$ cat src/rtl/spi_sclk_gen.sv
// spi_sclk_gen: SPI serial-clock burst engine with programmable divide, CPOL/CPHA modes,
// lead/trail half-periods and sample/shift strobes aligned to the visible SCLK edges.
module spi_sclk_gen #(
  parameter int DIV_W = 8,
  parameter int CNT_W = 6
) (
  input  logic             i_clk,
  input  logic             i_reset,
  input  logic             i_start,
  input  logic             i_abort,
  input  logic [DIV_W-1:0] i_div,
  input  logic [CNT_W-1:0] i_nbits,
  input  logic             i_cpol,
  input  logic             i_cpha,
  output logic             o_sclk,
  output logic             o_busy,
  output logic             o_sample,
  output logic             o_shift,
  output logic             o_done
);
  typedef enum logic [1:0] {IDLE, LEAD, RUN, TRAIL} state_t;
  state_t           state_q, state_d;
  logic [DIV_W-1:0] hcnt_q, hcnt_d, div_q, div_d;
  logic [CNT_W:0]   ecnt_q, ecnt_d, edge_k;
  logic [CNT_W-1:0] nbits_q, nbits_d;
  logic             cpol_q, cpol_d, cpha_q, cpha_d;
  logic             sclk_q, sclk_d, sample_q, sample_d, shift_q, shift_d, done_q, done_d;
  logic             half_done, last_edge, lead_edge;
  // edge_k is the number of the edge that would be emitted when the current half-period ends
  assign edge_k    = ecnt_q + 1'b1;
  assign half_done = hcnt_q == div_q;
  assign last_edge = edge_k == {nbits_q, 1'b0};
  assign lead_edge = edge_k[0];
  always_comb begin
    state_d  = state_q;
    hcnt_d   = hcnt_q;
    ecnt_d   = ecnt_q;
    div_d    = div_q;
    nbits_d  = nbits_q;
    cpol_d   = cpol_q;
    cpha_d   = cpha_q;
    sclk_d   = sclk_q;
    sample_d = 1'b0;
    shift_d  = 1'b0;
    done_d   = 1'b0;
    if (state_q == IDLE) begin
      sclk_d = i_cpol;
      if (i_start && i_nbits != '0) begin
        state_d = LEAD;
        hcnt_d  = '0;
        ecnt_d  = '0;
        div_d   = i_div;
        nbits_d = i_nbits;
        cpol_d  = i_cpol;
        cpha_d  = i_cpha;
      end
    end else if (i_abort) begin
      state_d = IDLE;
      sclk_d  = cpol_q;
    end else begin
      hcnt_d = half_done ? '0 : hcnt_q + 1'b1;
      if (half_done && state_q == TRAIL) begin
        state_d = IDLE;
        done_d  = 1'b1;
      end else if (half_done) begin
        sclk_d   = ~sclk_q;
        ecnt_d   = edge_k;
        state_d  = last_edge ? TRAIL : RUN;
        sample_d = lead_edge ^ cpha_q;
        shift_d  = cpha_q ? lead_edge : (!lead_edge && !last_edge);
      end
    end
  end
  always_ff @(posedge i_clk or negedge i_reset) begin
    if (!i_reset) begin
      state_q  <= IDLE;
      hcnt_q   <= '0;
      ecnt_q   <= '0;
      div_q    <= '0;
      nbits_q  <= '0;
      cpol_q   <= 1'b0;
      cpha_q   <= 1'b0;
      sclk_q   <= 1'b0;
      sample_q <= 1'b0;
      shift_q  <= 1'b0;
      done_q   <= 1'b0;
    end else begin
      state_q  <= state_d;
      hcnt_q   <= hcnt_d;
      ecnt_q   <= ecnt_d;
      div_q    <= div_d;
      nbits_q  <= nbits_d;
      cpol_q   <= cpol_d;
      cpha_q   <= cpha_d;
      sclk_q   <= sclk_d;
      sample_q <= sample_d;
      shift_q  <= shift_d;
      done_q   <= done_d;
    end
  end
  assign o_sclk   = sclk_q;
  assign o_busy   = state_q != IDLE;
  assign o_sample = sample_q;
  assign o_shift  = shift_q;
  assign o_done   = done_q;
endmodule

$ cat config.mk
export PLATFORM = sky130hd
export DESIGN_NAME = spi_sclk_gen
export DESIGN_NICKNAME = d
export VERILOG_FILES = /design/src/rtl/spi_sclk_gen.sv
export SDC_FILE = /design/constraint.sdc
export NUM_CORES = 1
export LEC_CHECK = 0
export ABC_AREA = 1
export ABC_CLOCK_PERIOD_IN_PS = 3370
export BUFFER_PORTS_ARGS = -buffer_cell sky130_fd_sc_hd__buf_2
export CAP_MARGIN = 20
export CORE_MARGIN = 4
export CORE_UTILIZATION = 52
export CTS_CLUSTER_DIAMETER = 50
export DETAILED_ROUTE_END_ITERATION = 10
export PLACE_DENSITY = 0.73
export RECOVER_POWER = 50
export SLEW_MARGIN = 20
export SYNTH_ARGS = -nofsm -noshare
export SYNTH_HDL_FRONTEND = slang
export SYNTH_SLANG_ARGS = --single-unit
$ cat constraint.sdc
create_clock -name i_clk -period 3.37 [get_ports i_clk]
set_clock_uncertainty 0.05 [all_clocks]
set_input_delay 0.1685 -clock i_clk [delete_from_list [all_inputs] [get_ports i_clk]]
set_output_delay 0.1685 -clock i_clk [all_outputs]
set_load 0.05 [all_outputs]
==> run_results.csv, run 1 <==
group,metric,value,unit
timing,final.setup.tns,0,ps
clock_tree,postCtsSetupRepairBufs,0,
worst_setup_path,cp-endpoint,"div_q[2]",
synth,async_flop_share,1.00,
placement,post-dp-hpwl,2960,µm
detailed_routing,drt-total-wl,3880,µm
timing,slew_viol_final,38,
floorplanning,rows,22,
detailed_routing,drcViolationCount,0,
detailed_routing,postRouteAntennaNets,0,
synth,synth_cell_types,23,
outcome,status,"complete, but fails checks",
timing,worstMarginPinSlew,1930,ps
global_route,grt_pass1_wl,6870,µm
synth,yosysWarnings,0,
clock_tree,cts.sinks,37,
synth,ys_seq_elements,37,
clock_tree,cts_tree,"yes",
detailed_routing,vias,1619,
clock_tree,clk_latency,290,ps
worst_setup_path,cp-end-kind,"asynchronous set/reset pin",
power_and_ir_drop,p_leak,1.17,nW
synth,ys.flop_type,"dfrtp_1",
clock_tree,cts_buffer_depth,2,
clock_tree,htree_levels,2,
global_route,gr-total-overflow,0,
floorplanning,core-area,0.00369,mm²
layout,fin_nets,304,
worst_setup_path,r2r_slack,1690,ps
global_route,grt_max_degree,38,
detailed_routing,drt_iter0_markers,78,
worst_setup_path,critPathKind,"primary input to asynchronous set/reset pin",
global_route,grt_use_total,0.177,
synth,yosys.area.top_type,"dfrtp_1",
detailed_routing,first_pass_iters,5,
worst_setup_path,startpoint,"i_reset",
power_and_ir_drop,finalPower,1.53,mW
synth,synth.avg_cell_area,7.89,µm²
floorplanning,dieArea,0.00488,mm²
timing,fin_crit,2110,ps
worst_setup_path,cp-start-kind,"primary input",
detailed_routing,drt-wirelength-per-cell,11.7,µm
worst_setup_path,cp.depth,2,
flow_run,maxCapViolations,1,
synth,synth_top_area_share,0.466,
layout,postLayoutCellArea,0.00226,mm²
floorplanning,pin_count,25,
layout,nFillCells,349,
placement,portBuffers,24,
clock_tree,path_clk_slew,70,ps
worst_setup_path,path_max_fanout,37,
layout,area_growth,13.8,%
power_and_ir_drop,ir_worst_vdd,0.361,mV
global_route,grt_pass1_vias,1602,
detailed_routing,vias_per_cell,4.89,
clock_tree,cts_resized,0,
worst_setup_path,worstPathRequired,3350,ps
synth,syn-cell-area,0.00199,mm²
floorplanning,die_w,69.8,µm
synth,synth_edf_count,0,
worst_setup_path,r2r.worst_path.cells,11,
synth,syn_inst,252,
clock_tree,cts_buffers,5,
timing,rsz0062_at_grt,"no",
worst_setup_path,slowest_stage,"clkbuf_1",
synth,syn_nets,274,
placement,place_congestion,0.887,
clock_tree,root_buffer,"clkbuf_8",
worst_setup_path,path_buf_inv,2,
layout,diodes,0,
worst_setup_path,crit_family,"buffers and inverters",
worst_setup_path,worstReg2RegStart,"ecnt_q[0]",
floorplanning,die_y,69.8,µm
power_and_ir_drop,p_per_area,678,mW/mm²
placement,placed_area,0.00216,mm²
floorplanning,initial_core_util,0.539,
layout,drive_gt1_frac,0.159,
synth,ys_seq_area_frac,0.466,
global_route,antenna_found_initial,0,
synth,synthTopCellsByArea,"dfrtp_1 (47%), nand2_1 (13%), inv_1 (7.0%)",
worst_setup_path,critPathMaxStageDelay,1370,ps
outcome,violations,"capacitance limit, slew limit",
timing,setup_viol,0,
worst_setup_path,arrival,2090,ps
timing,max-slew-margin-rel,-0.287,
worst_setup_path,crit_path_cell_trace,"dlygate4sd3_1 > clkbuf_1",
worst_setup_path,rr_endpoint,"state_q[0]",
worst_hold_path,worstHoldPathType,"primary input to flip-flop",
timing,post-route-period-util,0.627,
timing,fmax,0.473,GHz
timing,final_hold_viol_count,0,
repair_timing:
action	CTS	global route
hold endpoints to repair	37	0
hold buffers	1	0
setup endpoints to repair	0	0
routing by layer:
layer  track usage  part of all wire  up-vias
li1              -                 -      856
met1         0.227              0.49      727
met2         0.279              0.44       31
met3        0.0594             0.053        5
met4        0.0596             0.015        0
met5             0                 0        -
stage by stage:
stage / instances / hold WS (ps) / setup slack, ps / utilization
floorplan: 252 / -177 / 1810 / -
global placement: 322 / 264 / 1730 / 0.585
detailed placement: 322 / 261 / 1690 / 0.585
CTS: 331 / 22.8 / 1680 / 0.615
global route: 331 / 21.0 / 833 / 0.614
finish: 331 / 37.9 / 1260 / 0.614
state kept, by name, indices dropped and copies added (netlist names):
register	flops
o_sample	1
cpol_q	1
ecnt_q	7
cpha_q	1
o_sclk	1
nbits_q	6
state_q	2
o_shift	1
o_done	1
hcnt_q	8
div_q	8
worst min-delay path by stage:
stage,start,endpoint,slack (ps),cells after the start
CTS,i_abort,o_done,20,2
global placement,i_reset,nbits_q[1],260,1
detailed placement,i_reset,nbits_q[0],260,1
floorplan,i_reset,cpha_q,-180,0
finish,i_abort,o_done,40,2
global route,i_abort,o_done,20,2
synthesized netlist by cell type, types with 2 or more instances:
cell type  number
mux2_2          5
nand3_1        19
nand2_1        67
inv_1          37
o21ai_0        18
nand4_1         2
xnor2_1         3
nor2_1         26
dfrtp_1        37
nor2_4          3
nand2_4         2
ha_1            2
xor2_1          3
a21oi_1        14
buf_2           2
o22ai_1         4
nor2_2          2
final cells by class:
type | count | area (µm²) | share of cell area
clock buffers | 7 | 96.3 | 0.0426
clock inverters | 1 | 5.00 | 0.00221
inverters | 38 | 143 | 0.0630
multi-input cells | 175 | 910 | 0.402
flip-flops and latches | 37 | 926 | 0.409
well taps | 48 | 60.1 | 0.0265
repair buffers | 25 | 124 | 0.0547
where the power goes:
part | switching [mW] | internal [mW]
sequential | 0.0924 | 0.569
clock | 0.153 | 0.185
combinational | 0.339 | 0.196
total | 0.585 | 0.950
cells by family (layout without fill, tap and decap cells):
| kind of cell | after synthesis | after routing | synth area share |
|---|---|---|---|
| flip-flops | 37 | 37 | 0.466 |
| multiplexers | 5 | 5 | 0.0283 |
| AO/OA/AOI/OAI | 37 | 37 | 0.0975 |
| adder cells (fa/ha/maj) | 2 | 2 | 0.0126 |
| XOR/XNOR | 6 | 6 | 0.0264 |
| buffers and inverters | 40 | 71 | 0.0768 |
| AND/OR/NAND/NOR | 125 | 125 | 0.293 |
cell usage in the layout, fill, tap and decap left out:
cell | synthesis | routed
nand2_1 | 67 | 67
inv_1 | 37 | 37
dfrtp_1 | 37 | 37
nor2_1 | 26 | 26
nand3_1 | 19 | 19
buf_2 | 2 | 19
o21ai_0 | 18 | 18
a21oi_1 | 14 | 14
clkbuf_8 | 0 | 7
mux2_2 | 5 | 5
clkbuf_1 | 0 | 5
o22ai_1 | 4 | 4
nor2_4 | 3 | 3
xnor2_1 | 3 | 3
xor2_1 | 3 | 3
nor2_2 | 2 | 2
nand4_1 | 2 | 2
nand2_4 | 2 | 2
ha_1 | 2 | 2
nand2_2 | 1 | 1
o21ai_2 | 1 | 1
nand3_4 | 1 | 1
nand2_8 | 1 | 1
inv_2 | 1 | 1
nor3b_2 | 1 | 1
clkinv_2 | 0 | 1
dlygate4sd3_1 | 0 | 1
(Power assumes the default switching activity.)
==> inputs of run 2 (changes only) <==
ABC_CLOCK_PERIOD_IN_PS = 2190   (was 3370)
clock period = 2.19 ns   (was 3.37 ns; I/O delays follow)
==> run 2 against run 1 <==
Compared with the run above: largest cell class unchanged; first-iteration DRC count rose by 18%; the flow now finishes without violations; critical path type is now flip-flop to flip-flop; worst hold slack got worse by 21 ps; combinational power rose by 57%; critical path depth rose by 5.
==> run_results.csv, run 2 (synthesized netlist as in run 1, its figures left out) <==
group,metric,value,unit
layout,postLayoutCellArea,0.00233,mm²
timing,fmax,0.612,GHz
timing,worstMarginPinSlew,890,ps
timing,post-route-period-util,0.746,
layout,area_growth,17.1,%
detailed_routing,drcViolationCount,0,
global_route,grt_pass1_vias,1602,
global_route,grt_pass1_wl,7130,µm
clock_tree,htree_levels,2,
power_and_ir_drop,finalPower,2.33,mW
worst_hold_path,worstHoldPathType,"primary input to flip-flop",
worst_setup_path,rr_endpoint,"hcnt_q[3]",
clock_tree,clk_latency,300,ps
layout,top_regs,"div_q x8, hcnt_q x8, ecnt_q x7",
clock_tree,cts.sinks,37,
global_route,grt_max_degree,38,
worst_hold_path,min_path_cells,2,
floorplanning,die_w,69.8,µm
clock_tree,root_buffer,"clkbuf_8",
detailed_routing,drt-total-wl,3920,µm
worst_hold_path,min_to,"nbits_q[0]",
power_and_ir_drop,p_per_area,1000,mW/mm²
worst_setup_path,r2r.worst_path.cells,7,
worst_setup_path,slowest_stage,"dfrtp_1",
detailed_routing,drt-wirelength-per-cell,11.6,µm
worst_hold_path,worstHoldStart,"i_nbits[0]",
floorplanning,die_y,69.8,µm
outcome,status,"finished clean",
timing,setup_viol,0,
clock_tree,path_clk_slew,80,ps
global_route,antenna_found_initial,0,
worst_setup_path,cp-end-kind,"flip-flop",
layout,drive_gt1_frac,0.162,
clock_tree,cts_tree,"yes",
clock_tree,postCtsSetupRepairBufs,0,
layout,layout_commonest_cell,"nand2_1",
clock_tree,cts_buffers,5,
placement,placed_area,0.00217,mm²
clock_tree,cts_buffer_depth,2,
worst_setup_path,r2r_slack,560,ps
worst_setup_path,crit_path_cell_trace,"nor2_4 > nand3_4 > nand2_8 > inv_1 > o21ai_0 > nand2_1 > nor2_1",
detailed_routing,first_pass_iters,4,
placement,post-dp-hpwl,2960,µm
timing,fin_crit,1630,ps
worst_setup_path,arrival,1820,ps
power_and_ir_drop,p_leak,1.20,nW
worst_setup_path,path_buf_inv,1,
layout,multi_input_area,910,µm²
timing,slew_viol_final,0,
worst_setup_path,critPathMaxStageDelay,420,ps
detailed_routing,vias_per_cell,4.90,
layout,fin_nets,312,
global_route,busiest_layer,"met2",
global_route,met1_usage,0.250,
global_route,met3_usage,0.0551,
placement,portBuffers,24,
worst_setup_path,path_max_fanout,19,
floorplanning,initial_core_util,0.539,
worst_setup_path,critPathKind,"flip-flop to flip-flop",
power_and_ir_drop,ir_worst_vdd,0.646,mV
detailed_routing,drt_iter0_markers,92,
layout,diodes,0,
worst_setup_path,cp-start-kind,"flip-flop",
global_route,gr-total-overflow,0,
floorplanning,dieArea,0.00488,mm²
global_route,grt_use_total,0.182,
floorplanning,core-area,0.00369,mm²
flow_run,maxCapViolations,0,
timing,final_hold_viol_count,0,
worst_setup_path,worstPathRequired,2370,ps
layout,most-common-layout-cells,"nand2_1 (67), inv_1 (37), dfrtp_1 (37)",
floorplanning,pin_count,25,
layout,nFillCells,324,
timing,max-slew-margin-rel,0.407,
clock_tree,cts_resized,0,
layout,ff_latch_area,926,µm²
placement,place_congestion,0.857,
detailed_routing,postRouteAntennaNets,0,
global_route,use_met2,0.279,
floorplanning,rows,22,
worst_setup_path,crit_family,"simple AND/OR/NAND/NOR gates",
timing,final.setup.tns,0,ps
timing,rsz0062_at_grt,"no",
detailed_routing,vias,1661,
worst_setup_path,worstReg2RegStart,"state_q[1]",
-- run 2: worst max-delay path by stage --
stage,slack [ps],to,cells past startpoint,start
3_5_place_dp,570,state_q[0],9,ecnt_q[0]
3_3_place_gp,580,state_q[0],9,ecnt_q[0]
6_report,560,hcnt_q[3],7,state_q[1]
4_1_cts,560,ecnt_q[6],6,state_q[1]
2_1_floorplan,630,hcnt_q[5],8,state_q[1]
5_1_grt,390,hcnt_q[5],7,state_q[1]
-- run 2: area by class of cell --
cell class | instances | area share
Sequential cell | 37 | 0.398
Multi-Input combinational cell | 175 | 0.391
Timing Repair Buffer | 33 | 0.0871
Inverter | 38 | 0.0613
Clock buffer | 5 | 0.0296
Tap cell | 48 | 0.0258
Clock inverter | 3 | 0.00753
-- run 2: what timing repair did --
item	CTS	global route
hold endpoints to repair	44	0
setup endpoints to repair	0	0
hold buffers	8	0
-- run 2: per-layer routing --
metal | up-vias | wire length [µm]
met1 | 751 | 1910
met5 | - | 0
met2 | 29 | 1790
li1 | 876 | -
met4 | 0 | 48
met3 | 5 | 177
-- run 2: stage by stage --
| stage | worst slack (ps) | utilization | instances | hold WS [ps] |
|---|---|---|---|---|
| after floorplan | 626 | - | 252 | -236 |
| after global placement | 582 | 0.587 | 323 | 205 |
| after detailed placement | 570 | 0.587 | 323 | 205 |
| after CTS | 558 | 0.632 | 339 | 10.1 |
| after global routing | 387 | 0.631 | 339 | 13.1 |
| final | 556 | 0.631 | 339 | 16.4 |
-- run 2: worst reg2reg max path, delay by kind of cell (launching register included) --
family          cells  cell delay, ps
simple gates        5             830
buf+inv             1             100
compound gates      1             170
flops               1             420
-- run 2: power by group --
group | internal [mW] | leakage [nW] | total (mW) | switching (mW)
clock | 0.220 | 0.0439 | 0.474 | 0.254
combinational | 0.316 | 0.685 | 0.839 | 0.524
sequential | 0.875 | 0.469 | 1.01 | 0.139
